**config.mk**
```make
export PLATFORM = sky130hd
export DESIGN_NAME = note_sequencer_flat
export DESIGN_NICKNAME = d
export VERILOG_FILES = /design/src/rtl/note_sequencer_if.sv /design/src/rtl/note_sequencer.sv /design/src/flat_wrapper.sv
export SDC_FILE = /design/constraint.sdc
export NUM_CORES = 1
export LEC_CHECK = 0
export ABC_AREA = 1
export CAP_MARGIN = 20
export CORE_UTILIZATION = 35
export DETAILED_ROUTE_END_ITERATION = 8
export HOLD_SLACK_MARGIN = 0.05
export PLACE_DENSITY_LB_ADDON = 0.12
export SLEW_MARGIN = 20
export SYNTH_ARGS = -nofsm -noshare
export SYNTH_HDL_FRONTEND = slang
export SYNTH_SLANG_ARGS = --single-unit
```
**constraint.sdc**
```tcl
create_clock -name inclk -period 1.7 [get_ports inclk]
set_clock_uncertainty 0.15 [all_clocks]
set_input_delay 0.255 -clock inclk [delete_from_list [all_inputs] [get_ports inclk]]
set_output_delay 0.255 -clock inclk [all_outputs]
set_load 0.005 [all_outputs]
```
**src/rtl/note_sequencer_if.sv**
```systemverilog
// Control and note-output bundle between a note_sequencer and whatever drives it.
// The master side issues start/stop/mode/note_sel; the slave side returns the registered note outputs.
interface note_sequencer_if;
  logic        start;
  logic        stop;
  logic        mode;
  logic [2:0]  note_sel;
  logic [31:0] div_clk_count;
  logic [2:0]  note_idx;
  logic        tone_en;
  logic        playing;
  logic        step_pulse;

  modport master (
    output start, stop, mode, note_sel,
    input  div_clk_count, note_idx, tone_en, playing, step_pulse
  );

  modport slave (
    input  start, stop, mode, note_sel,
    output div_clk_count, note_idx, tone_en, playing, step_pulse
  );
endinterface

```
**src/rtl/note_sequencer.sv**
```systemverilog
// Manual/auto scale sequencer producing the divide count for the downstream clock divider.
// Optional macro NOTE_SEQUENCER_LOOP_EN: auto playback wraps from note 7 back to note 0 instead of stopping.
module note_sequencer #(
  parameter int unsigned CLK_HZ     = 50_000_000,
  parameter int unsigned NOTE_TICKS = 25_000_000
) (
  input  logic            inclk,
  input  logic            Reset_n,
  note_sequencer_if.slave bus
);

  typedef enum logic [1:0] {
    IDLE   = 2'd0,
    MANUAL = 2'd1,
    AUTO   = 2'd2
  } state_t;

  localparam logic [31:0] TICK_LAST = 32'(NOTE_TICKS - 1);

  // Do..Do' frequencies in Hz
  function automatic logic [31:0] note_hz(input int unsigned i);
    case (i)
      0:       note_hz = 32'd523;
      1:       note_hz = 32'd587;
      2:       note_hz = 32'd659;
      3:       note_hz = 32'd698;
      4:       note_hz = 32'd783;
      5:       note_hz = 32'd880;
      6:       note_hz = 32'd987;
      default: note_hz = 32'd1046;
    endcase
  endfunction

  logic [31:0] note_table [8];

  genvar gi;
  generate
    for (gi = 0; gi < 8; gi++) begin : g_note
      localparam logic [31:0] HALF_PERIOD = CLK_HZ / (32'd2 * note_hz(gi));
      assign note_table[gi] = HALF_PERIOD;
    end
  endgenerate

  state_t      state_reg;
  logic [31:0] tick_reg;
  logic [2:0]  note_idx_reg;
  logic [31:0] div_clk_count_reg;
  logic        tone_en_reg;
  logic        playing_reg;
  logic        step_pulse_reg;

  logic [2:0]  note_idx_next;
  logic        tick_done;

  assign note_idx_next = note_idx_reg + 3'd1;
  assign tick_done     = (tick_reg == TICK_LAST);

  always_ff @(posedge inclk) begin
    if (!Reset_n) begin
      state_reg         <= IDLE;
      tick_reg          <= '0;
      note_idx_reg      <= 3'd0;
      div_clk_count_reg <= note_table[0];
      tone_en_reg       <= 1'b0;
      playing_reg       <= 1'b0;
      step_pulse_reg    <= 1'b0;
    end else begin
      step_pulse_reg <= 1'b0;
      // stop has priority over a simultaneous start
      if (bus.stop) begin
        state_reg   <= IDLE;
        tick_reg    <= '0;
        tone_en_reg <= 1'b0;
        playing_reg <= 1'b0;
      end else if (bus.start) begin
        tick_reg    <= '0;
        tone_en_reg <= 1'b1;
        playing_reg <= 1'b1;
        if (bus.mode) begin
          state_reg         <= AUTO;
          note_idx_reg      <= 3'd0;
          div_clk_count_reg <= note_table[0];
        end else begin
          state_reg         <= MANUAL;
          note_idx_reg      <= bus.note_sel;
          div_clk_count_reg <= note_table[bus.note_sel];
        end
      end else begin
        case (state_reg)
          MANUAL: begin
            note_idx_reg      <= bus.note_sel;
            div_clk_count_reg <= note_table[bus.note_sel];
          end
          AUTO: begin
            if (tick_done) begin
              tick_reg       <= '0;
              step_pulse_reg <= 1'b1;
              if (note_idx_reg == 3'd7) begin
`ifdef NOTE_SEQUENCER_LOOP_EN
                note_idx_reg      <= 3'd0;
                div_clk_count_reg <= note_table[0];
`else
                // last note finished: fall silent, keep note 7 on the outputs
                state_reg   <= IDLE;
                tone_en_reg <= 1'b0;
                playing_reg <= 1'b0;
`endif
              end else begin
                note_idx_reg      <= note_idx_next;
                div_clk_count_reg <= note_table[note_idx_next];
              end
            end else begin
              tick_reg <= tick_reg + 32'd1;
            end
          end
          default: begin
          end
        endcase
      end
    end
  end

  assign bus.div_clk_count = div_clk_count_reg;
  assign bus.note_idx      = note_idx_reg;
  assign bus.tone_en       = tone_en_reg;
  assign bus.playing       = playing_reg;
  assign bus.step_pulse    = step_pulse_reg;

endmodule

```
**src/flat_wrapper.sv**
```systemverilog
// flat-port wrapper written by rule: the top's interface ports become plain ports
module note_sequencer_flat 
#(
  parameter int unsigned CLK_HZ     = 50_000_000,
  parameter int unsigned NOTE_TICKS = 25_000_000
)
  (inclk, Reset_n, bus_start, bus_stop, bus_mode, bus_note_sel, bus_div_clk_count, bus_note_idx, bus_tone_en, bus_playing, bus_step_pulse);
  note_sequencer_if bus_i ();
  input  logic inclk;
  input  logic Reset_n;
  input wire logic [$bits(bus_i.start)-1:0] bus_start;
  input wire logic [$bits(bus_i.stop)-1:0] bus_stop;
  input wire logic [$bits(bus_i.mode)-1:0] bus_mode;
  input wire logic [$bits(bus_i.note_sel)-1:0] bus_note_sel;
  output wire logic [$bits(bus_i.div_clk_count)-1:0] bus_div_clk_count;
  output wire logic [$bits(bus_i.note_idx)-1:0] bus_note_idx;
  output wire logic [$bits(bus_i.tone_en)-1:0] bus_tone_en;
  output wire logic [$bits(bus_i.playing)-1:0] bus_playing;
  output wire logic [$bits(bus_i.step_pulse)-1:0] bus_step_pulse;
  assign bus_i.start = bus_start;
  assign bus_i.stop = bus_stop;
  assign bus_i.mode = bus_mode;
  assign bus_i.note_sel = bus_note_sel;
  assign bus_div_clk_count = bus_i.div_clk_count;
  assign bus_note_idx = bus_i.note_idx;
  assign bus_tone_en = bus_i.tone_en;
  assign bus_playing = bus_i.playing;
  assign bus_step_pulse = bus_i.step_pulse;
  note_sequencer #(.CLK_HZ(CLK_HZ), .NOTE_TICKS(NOTE_TICKS)) u_core (.inclk(inclk), .Reset_n(Reset_n), .bus(bus_i));
endmodule
```
==> impl_metrics.py, run 1 <==
metrics = {
    "die": {
        "ioPinCount": 46,
        "core_mm2": 0.00973,
        "dieArea_mm2": 0.0104,
        "initial_core_util_pct": 35.8,
        "dieWidth_um": 102,
        "num_rows": 36,
        "die_h_um": 102,
    },
    "clocking": {
        "cts_buffers": 5,
        "cts_buffer_depth": 2,
        "numClockSinks": 53,
        "ctsRootBufferMaster": "clkbuf_8",
        "clk_pin_slew_ps": 110,
        "insertion_delay_ps": 320,
        "htreeDepth": 2,
        "tritoncts": "yes",
    },
    "job": {
        "drv_cap": 0,
    },
    "min_path": {
        "min_from": "bus_start",
        "min_delay_path_depth": 4,
        "hp-class": "in -> reg",
        "hold_end": "u_core.state_reg[0]",
    },
    "route": {
        "vias": 3841,
        "ant_nets": 0,
        "routedWlPerCell_um": 12.9,
        "first_pass_iters": 4,
        "drt_iter0_drc": 121,
        "vias_per_cell": 4.79,
        "drc": 0,
        "wirelength_um": 10300,
    },
    "pwr": {
        "ir_worst_vdd_mv": 0.310,
        "powerDensity_mw_per_mm2": 534,
        "design_power_total_w": 0.00282,
        "leakagePower_nw": 2.37,
    },
    "synth": {
        "synth-seq-cells": 53,
        "async_reset_ff_share_pct": 0,
        "synth_flop_cell": "dfxtp_1",
        "yosysWarnings": 0,
        "syn_inst": 538,
        "netlist_area_mm2": 0.00348,
        "avgSynthCellArea_um2": 6.47,
        "ys_types": 38,
        "synth_enable_flop_cells": 0,
        "ys_seq_area_share_pct": 30.5,
    },
    "sta": {
        "slew_violations": 0,
        "setup_violations": 12,
        "fin_crit_ps": 1760,
        "rsz0062_at_grt": "true",
        "final.setup.worst_slack_ps": -59.2,
        "fin_crit_sh_pct": 103,
        "fmax_mhz": 568,
        "hold_viol": 0,
    },
    "placement": {
        "dp_hpwl_um": 7560,
        "port_buffers": 28,
        "pre_cts_ws_ps": -290,
        "place_congestion": 0.893,
    },
    "final_layout": {
        "largest_reg_flops": 32,
        "fin_nets": 691,
        "post-route-util_pct": 54.2,
        "final.fill_count": 970,
        "layout-drive-gt1-share_pct": 35.4,
        "regArea_mm2": 0.00111,
        "multi_input_area_mm2": 0.00244,
        "antenna_cells": 0,
        "area_growth_pct": 51.3,
    },
    "worst_setup_path": {
        "worst-endpoint-required_ps": 1810,
        "path_cells": "ha_4 -> ha_4 -> buf_6 -> nand2_1 -> nand2_1 -> nand3_2 -> o21ai_2 -> nand4_1 -> a21oi_1",
        "critPathCaptureType": "flip-flop",
        "reg2reg_depth": 9,
        "r2r_slack_ps": -60,
        "cp_slowest_stage_delay_ps": 390,
        "criticalPathCategory": "reg -> reg",
        "reg2reg_from": "u_core.bus.note_idx[0]",
        "critPathMaxFanout": 5,
        "worst_ep_arrival_time_ps": 1870,
        "slowest_stage": "dfxtp_4",
        "start_kind": "flip-flop",
        "rr_endpoint": "u_core.bus.div_clk_count[2]",
    },
    "outcome": {
        "status": "complete, but fails checks",
        "violations": "setup timing",
    },
    "grt": {
        "antenna_found_initial": 0,
        "grt_max_degree": 19,
        "grt_pass1_wl_um": 16500,
        "grt_use_total_pct": 20.5,
        "grt_overflow": 0,
        "first_global_vias": 3589,
    },
}
-- per-stage QoR --
stage          hold slack [ps]  cell area (um2)  instances  TNS (ps)
5_1_grt                    296             5270        802     -3460
3_5_place_dp               297             4460        772     -5410
3_3_place_gp               295             4460        772     -5080
2_1_floorplan              252             3560        554     -41.0
4_1_cts                    325             4780        789      -380
6_report                   279             5270        802      -280
-- worst max-delay path by stage --
| stage | start | endpoint | slack (ps) | cells past startpoint |
|---|---|---|---|---|
| floorplan | u_core.bus.note_idx[0] | u_core.bus.div_clk_count[9] | -20 | 10 |
| global placement | bus_note_sel[1] | u_core.bus.div_clk_count[7] | -290 | 8 |
| detailed placement | bus_note_sel[1] | u_core.bus.div_clk_count[7] | -290 | 8 |
| CTS | u_core.tick_reg[1] | u_core.bus.div_clk_count[7] | -50 | 10 |
| global route | u_core.tick_reg[0] | u_core.tick_reg[24] | -180 | 10 |
| finish | u_core.bus.note_idx[0] | u_core.bus.div_clk_count[2] | -60 | 9 |
-- power by group --
group          switching [W]  total (W)  internal (W)  leakage, nW
sequential         0.0000251    0.00129       0.00127        0.445
combinational       0.000299   0.000567      0.000268         1.87
clock               0.000477   0.000957      0.000480       0.0574
total               0.000801    0.00282       0.00202         2.37
-- layout make-up --
| cell class | instances | area share [%] |
|---|---|---|
| Clock inverter | 2 | 0.712 |
| Tap cell | 133 | 3.16 |
| Timing Repair Buffer | 133 | 22.0 |
| Sequential cell | 53 | 21.0 |
| Inverter | 70 | 5.27 |
| Clock buffer | 6 | 1.57 |
| Multi-Input combinational cell | 405 | 46.3 |
-- critical path, delay by kind of cell (launching register included) --
kind / cells / cell delay, ps
flip-flops: 1 / 390
AND/OR/NAND/NOR: 4 / 320
AO/OA/AOI/OAI: 2 / 230
buffers and inverters: 1 / 140
adder cells (fa/ha/maj): 2 / 460
-- cells in the mapped netlist (3+ instances only) --
master	n	share of area, %
nand2_1	142	15
nor2_1	80	8.6
inv_1	63	6.8
dfxtp_1	53	30
nand3_1	32	4.6
a21oi_1	22	3.2
nand4_1	22	4.0
buf_4	20	4.3
ha_1	15	5.4
o21ai_0	15	2.2
nor3_1	8	1.1
xor2_1	8	2.0
nand2_2	6	1.1
inv_2	5	0.54
nor2_4	5	1.6
buf_2	4	0.57
nor3b_1	4	0.86
o211ai_1	4	0.86
clkbuf_1	3	0.32
nor2_2	3	0.54
-- layout by cell type (no fill, tap or decap), types with 5 or more instances in the layout --
cell / count
nand2_2: 20
a21oi_1: 18
xor2_1: 8
inv_1: 55
ha_4: 6
ha_1: 9
nand3_2: 6
nor2_1: 68
o21ai_0: 9
nand2_4: 9
nand2_1: 119
nand3_1: 25
nand4_1: 22
dfxtp_4: 5
buf_4: 90
nor2_2: 7
clkdlybuf4s50_1: 23
dfxtp_1: 27
conb_1: 17
nor2_4: 13
inv_2: 10
nand3_4: 6
nor3_1: 5
dfxtp_2: 21
o21ai_1: 5
clkbuf_8: 6
buf_6: 12
-- per-layer routing --
| metal | vias to the layer above | wire length [um] | GRT usage, % |
|---|---|---|---|
| met5 | - | 0 | 0 |
| met4 | 0 | 260 | 6.58 |
| met3 | 25 | 313 | 3.04 |
| met2 | 71 | 5260 | 37.0 |
| met1 | 1796 | 4500 | 24.7 |
| li1 | 1949 | - | - |
-- repair_timing --
item | 4_1_cts | 5_1_grt
gates cloned | 3 | 1
hold endpoints to repair | 0 | 0
setup endpoints to repair | 45 | 45
buffers inserted | 6 | 12
resized for setup | 38 | 119
pin swaps | 13 | 42
hold buffers | 0 | 0
-- kinds of logic after synthesis --
group | after synthesis | synth area share, %
simple gates | 311 | 40.3
buf+inv | 99 | 13.4
flops | 53 | 30.5
compound gates | 50 | 8.05
fa+ha+maj | 15 | 5.39
xor+xnor | 9 | 2.26
other cells | 1 | 0.108
Note: power is estimated with default switching activity, not from simulation.
==> run 2: changes to the inputs <==
--- a/config.mk
+++ b/config.mk
@@ -9,6 +9,7 @@
 export CAP_MARGIN = 20
 export CORE_UTILIZATION = 35
 export DETAILED_ROUTE_END_ITERATION = 8
+export DONT_BUFFER_PORTS = 1
 export HOLD_SLACK_MARGIN = 0.05
 export PLACE_DENSITY_LB_ADDON = 0.12
 export SLEW_MARGIN = 20
==> run 2 against run 1 <==
Compared with the run above:
- the run still ends with setup timing left
- power shrank 9.0%
- worst hold slack lost 200 ps
- via count shrank 7.8%
- die area is the same
- first-iteration DRC count grew 24%
- sequential share of layout area grew 2.6 points
- setup slack gained 23 ps
==> impl_metrics.py, run 2 (synthesis results as in run 1) <==
metrics = {
    "clocking": {
        "insertion_delay_ps": 310,
        "cts_buffers": 5,
        "numClockSinks": 53,
        "clk_pin_slew_ps": 100,
        "tritoncts": "yes",
        "ctsRootBufferMaster": "clkbuf_8",
        "cts_buffer_depth": 2,
        "htreeDepth": 2,
    },
    "route": {
        "routedWlPerCell_um": 12.8,
        "drt_iter0_drc": 150,
        "vias_per_cell": 4.72,
        "ant_nets": 0,
        "first_pass_iters": 4,
        "drc": 0,
        "wirelength_um": 9650,
        "vias": 3541,
    },
    "sta": {
        "whs_ps": 82.5,
        "hold_viol": 0,
        "fin_tns_setup_ps": -238,
        "fin_crit_ps": 1740,
        "fmax_mhz": 576,
        "final.setup.worst_slack_ps": -36.2,
        "rsz0062_at_grt": "true",
        "slew_violations": 0,
        "setup_violations": 11,
        "fin_crit_sh_pct": 102,
    },
    "worst_setup_path": {
        "criticalPathCategory": "reg -> reg",
        "worst-endpoint-required_ps": 1790,
        "critPathMaxFanout": 6,
        "rr_endpoint": "u_core.bus.note_idx[1]",
        "reg2reg_from": "u_core.tick_reg[1]",
        "critPathCaptureType": "flip-flop",
        "crit_path_frequent_cell": "nand2_1",
        "start_kind": "flip-flop",
        "reg2reg_depth": 11,
        "cp_slowest_stage_delay_ps": 370,
        "startpoint": "u_core.tick_reg[1]",
        "worst_ep_arrival_time_ps": 1830,
        "slowest_stage": "dfxtp_2",
        "path_cells": "ha_4 -> nand3_4 -> inv_1 -> nand2_1 -> nor2_1 -> nand2_1 -> nand2_4 -> nand3_4 -> nand2_2 -> nand2_1 -> nor2_1",
        "crit_end": "u_core.bus.note_idx[1]",
        "r2r_slack_ps": -40,
    },
    "outcome": {
        "status": "complete, but fails checks",
        "violations": "setup timing",
    },
    "final_layout": {
        "largest_reg_flops": 32,
        "area_growth_pct": 34.3,
        "layout-drive-gt1-share_pct": 30.9,
        "final_common_cell": "nand2_1",
        "regArea_mm2": 0.00110,
        "post-route-util_pct": 48.1,
        "layout.cells.non_filler": 751,
        "antenna_cells": 0,
        "fin_nets": 641,
        "final.fill_count": 1063,
        "final_cell_mix": "128 x nand2_1, 71 x buf_4, 67 x nor2_1, 60 x inv_1",
        "multi_input_area_mm2": 0.00234,
    },
    "grt": {
        "grt_max_degree": 20,
        "grt_pass1_wl_um": 15600,
        "grt_use_total_pct": 19.1,
        "grt_overflow": 0,
        "first_global_vias": 3317,
        "antenna_found_initial": 0,
    },
    "job": {
        "drv_cap": 0,
    },
    "pwr": {
        "powerDensity_mw_per_mm2": 548,
        "clkPwrFrac_pct": 33.8,
        "intPower_w": 0.00185,
        "leakagePower_nw": 2.04,
        "switching_share_pct": 27.7,
        "comb_power_share_pct": 15.5,
        "p_sw_w": 0.000710,
        "ir_worst_vdd_mv": 0.372,
        "p_seq_share_pct": 50.6,
    },
    "die": {
        "die_h_um": 102,
        "dieWidth_um": 102,
        "num_rows": 36,
        "core_mm2": 0.00973,
        "ioPinCount": 46,
        "initial_core_util_pct": 35.8,
        "dieArea_mm2": 0.0104,
    },
    "placement": {
        "pre_cts_ws_ps": -170,
        "dp_hpwl_um": 7210,
        "place_inst": 725,
        "port_buffers": 0,
        "place_congestion": 0.926,
    },
    "min_path": {
        "hp-class": "in -> reg",
    },
}
[run 2: metrics by stage]
step                cell area, um2  total power (W)
finish                        4680          0.00256
CTS                           4370          0.00256
detailed placement            4030          0.00165
global route                  4680          0.00269
floorplan                     3560          0.00158
global placement              4030          0.00165
[run 2: layer usage]
metal | share of wire [%] | GRT usage (%) | up-vias | routed length [um]
met4 | 1.4 | 4.35 | 0 | 137
met5 | 0 | 0 | - | 0
met2 | 48 | 32.3 | 61 | 4610
met3 | 4.1 | 3.45 | 14 | 396
li1 | - | - | 1838 | -
met1 | 47 | 25.2 | 1628 | 4510
[run 2: how the worst min path moves through the flow]
stage                                from                           end  slack [ps]  cells after the start
after global placement            Reset_n  u_core.bus.div_clk_count[15]         190                      1
after floorplan                 bus_start           u_core.state_reg[0]         250                      2
after global routing      bus_note_sel[2]   u_core.bus.div_clk_count[4]         110                      3
after CTS                 bus_note_sel[2]   u_core.bus.div_clk_count[4]          70                      3
final                     bus_note_sel[2]   u_core.bus.div_clk_count[4]          80                      3
after detailed placement          Reset_n   u_core.bus.div_clk_count[4]         200                      1
[run 2: critical path, delay by kind of cell, from the launching register on]
family	cells	cell delay, ps
flip-flops	1	370
buffers and inverters	1	70
adder cells (fa/ha/maj)	1	150
AND/OR/NAND/NOR	9	930
[run 2: layout make-up]
cell class              instances  share of cell area [%]
inverters                      70                    5.78
multi-input cells             405                    50.0
flip-flops and latches         53                    23.6
repair buffers                 83                    14.8
clock inverters                 2                   0.749
well taps                     133                    3.56
clock buffers                   5                    1.47
[run 2: power groups by stage]
stage	logic, W	clock network, W	registers, W
after floorplan	0.000254	0	0.00133
after global placement	0.000324	0	0.00133
after detailed placement	0.000323	0	0.00133
after CTS	0.000369	0.000888	0.00130
after global routing	0.000445	0.000939	0.00130
final	0.000398	0.000867	0.00130
[run 2: repair_timing]
action,in CTS,in global routing
pin swaps,14,24
setup buffers,4,7
resized for setup,30,83
gates cloned,4,0
setup endpoints to repair,38,47
endpoints found under the hold margin,16,0
hold buffers,4,0
==> run 3: changes to the inputs <==
==> constraint.sdc (replaced) <==
create_clock -name inclk -period 1.5 [get_ports inclk]
set_clock_uncertainty 0.15 [all_clocks]
set_input_delay 0.225 -clock inclk [delete_from_list [all_inputs] [get_ports inclk]]
set_output_delay 0.225 -clock inclk [all_outputs]
set_load 0.005 [all_outputs]
==> run 3 against run 2 <==
Compared with the run above:
- the run ends with hold timing, setup timing left
- utilization up 5.0 points
- sequential share of layout area down 2.0 points
- maximum frequency up 0.91%
- via count up 3.3%
- first-iteration DRC count down 55%
- critical path type unchanged
==> impl_metrics.py, run 3 (synthesis results as in run 1) <==
metrics = {
    "grt": {
        "antenna_found_initial": 0,
        "grt_use_total_pct": 20.8,
        "grt_max_degree": 19,
        "first_global_vias": 3594,
        "grt_pass1_wl_um": 16700,
        "grt_overflow": 0,
    },
    "final_layout": {
        "final_common_cell": "nand2_1",
        "final_area_mm2": 0.00516,
        "largest_reg_flops": 32,
        "area_growth_pct": 48.3,
        "layout-drive-gt1-share_pct": 42.1,
        "antenna_cells": 0,
        "fin_nets": 668,
        "final_cell_mix": "115 x nand2_1, 89 x buf_4, 58 x nor2_1, 54 x inv_1",
        "layout.cells.non_filler": 779,
    },
    "worst_setup_path": {
        "rr_endpoint": "u_core.tick_reg[27]",
        "start_kind": "flip-flop",
        "critPathMaxFanout": 5,
        "reg2reg_from": "u_core.tick_reg[1]",
        "criticalPathCategory": "reg -> reg",
        "worst_ep_arrival_time_ps": 1790,
        "reg2reg_depth": 10,
        "r2r_slack_ps": -220,
        "worst-endpoint-required_ps": 1570,
        "critPathCaptureType": "flip-flop",
        "startpoint": "u_core.tick_reg[1]",
    },
    "placement": {
        "place_inst": 749,
        "place_congestion": 0.879,
        "pre_cts_ws_ps": -255,
        "port_buffers": 0,
        "dpl_cell_area_mm2": 0.00430,
        "dp_hpwl_um": 7490,
    },
    "pwr": {
        "powerDensity_mw_per_mm2": 582,
        "switching_share_pct": 27.3,
        "intPower_w": 0.00218,
        "ir_worst_vdd_mv": 0.553,
        "design_power_total_w": 0.00301,
        "comb_power_share_pct": 16.6,
        "clkPwrFrac_pct": 34.7,
        "p_seq_share_pct": 48.7,
        "p_sw_w": 0.000822,
        "leakagePower_nw": 2.20,
    },
    "sta": {
        "hold_viol": 10,
        "slew_violations": 0,
        "fin_crit_ps": 1720,
        "whs_ps": -179,
        "fin_crit_sh_pct": 115,
        "fmax_mhz": 581,
        "rsz0062_at_grt": "true",
        "setup_violations": 48,
        "final.setup.worst_slack_ps": -221,
    },
    "clocking": {
        "clk_pin_slew_ps": 100,
        "ctsRootBufferMaster": "clkbuf_8",
        "cts-hold-fix-buffers": 4,
        "htreeDepth": 2,
        "cts_buffers": 5,
        "insertion_delay_ps": 330,
        "cts_buffer_depth": 2,
        "numClockSinks": 53,
        "tritoncts": "yes",
    },
    "die": {
        "core_mm2": 0.00973,
        "ioPinCount": 46,
        "die_h_um": 102,
        "dieArea_mm2": 0.0104,
        "dieWidth_um": 102,
        "initial_core_util_pct": 35.8,
        "num_rows": 36,
    },
    "route": {
        "routedWlPerCell_um": 13.3,
        "highest_layer": "met4",
        "met1_length_um": 4610,
        "drc": 0,
        "dr_wl_met2_um": 5420,
        "vias": 3658,
        "vias_per_cell": 4.70,
        "first_pass_iters": 4,
        "dr_wl_met3_um": 257,
        "ant_nets": 0,
        "wirelength_um": 10400,
        "drt_iter0_drc": 68,
    },
    "outcome": {
        "status": "complete, but fails checks",
        "violations": "hold timing, setup timing",
    },
    "min_path": {
        "min_from": "Reset_n",
        "hold_end": "u_core.bus.div_clk_count[3]",
        "min_delay_path_depth": 1,
        "hp-class": "in -> reg",
    },
    "job": {
        "drv_cap": 0,
    },
}
[run 3: through the flow]
step	setup TNS [ps]	utilization [%]
after detailed placement	-7820	44.1
after floorplan	-1730	-
final	-6030	53.1
after CTS	-5380	49.7
after global placement	-7670	44.1
after global routing	-11270	53.1
[run 3: worst max-delay path by stage]
stage	to	slack, ps	depth (start not counted)
global route	u_core.bus.div_clk_count[13]	-340	8
CTS	u_core.bus.div_clk_count[13]	-210	8
global placement	u_core.tick_reg[27]	-240	9
floorplan	u_core.tick_reg[20]	-150	9
detailed placement	u_core.tick_reg[27]	-250	9
finish	u_core.tick_reg[27]	-220	10
[run 3: repair_timing]
item / CTS / global route
setup endpoints to repair: 48 / 51
resized for setup: 86 / 81
hold endpoints to repair: 16 / 10
pin swaps: 37 / 30
gates cloned: 4 / 2
setup buffers: 10 / 6
[run 3: layer usage]
metal	global-route usage, %	vias up
met5	0	-
met4	5.24	0
met3	3.52	8
met2	38.5	39
met1	24.8	1716
li1	-	1895
[run 3: area by class of cell]
cell class,count,area (um2)
clock inverters,1,30.0
fillers,976,4570
clock buffers,7,86.3
multi-input cells,405,2550
inverters,70,283
repair inverters,2,16.3
repair buffers,108,911
flip-flops and latches,53,1120
well taps,133,166
[run 3: worst max-delay path, stage by stage, from the launching register on]
cell,delay (ps)
dfxtp_4,380
ha_4,140
nand3_4,90
nor2_1,110
nand2_1,90
nor2_4,150
nand2_4,90
nand2_8,130
buf_12,130
o21bai_1,100
nor2_1,50
[run 3: power groups by stage]
stage	clock (W)	combinational, W	sequential (W)
2_1_floorplan	0	0.000304	0.00150
3_3_place_gp	0	0.000399	0.00151
3_5_place_dp	0	0.000400	0.00151
4_1_cts	0.00106	0.000443	0.00147
5_1_grt	0.00112	0.000559	0.00147
6_report	0.00104	0.000498	0.00146
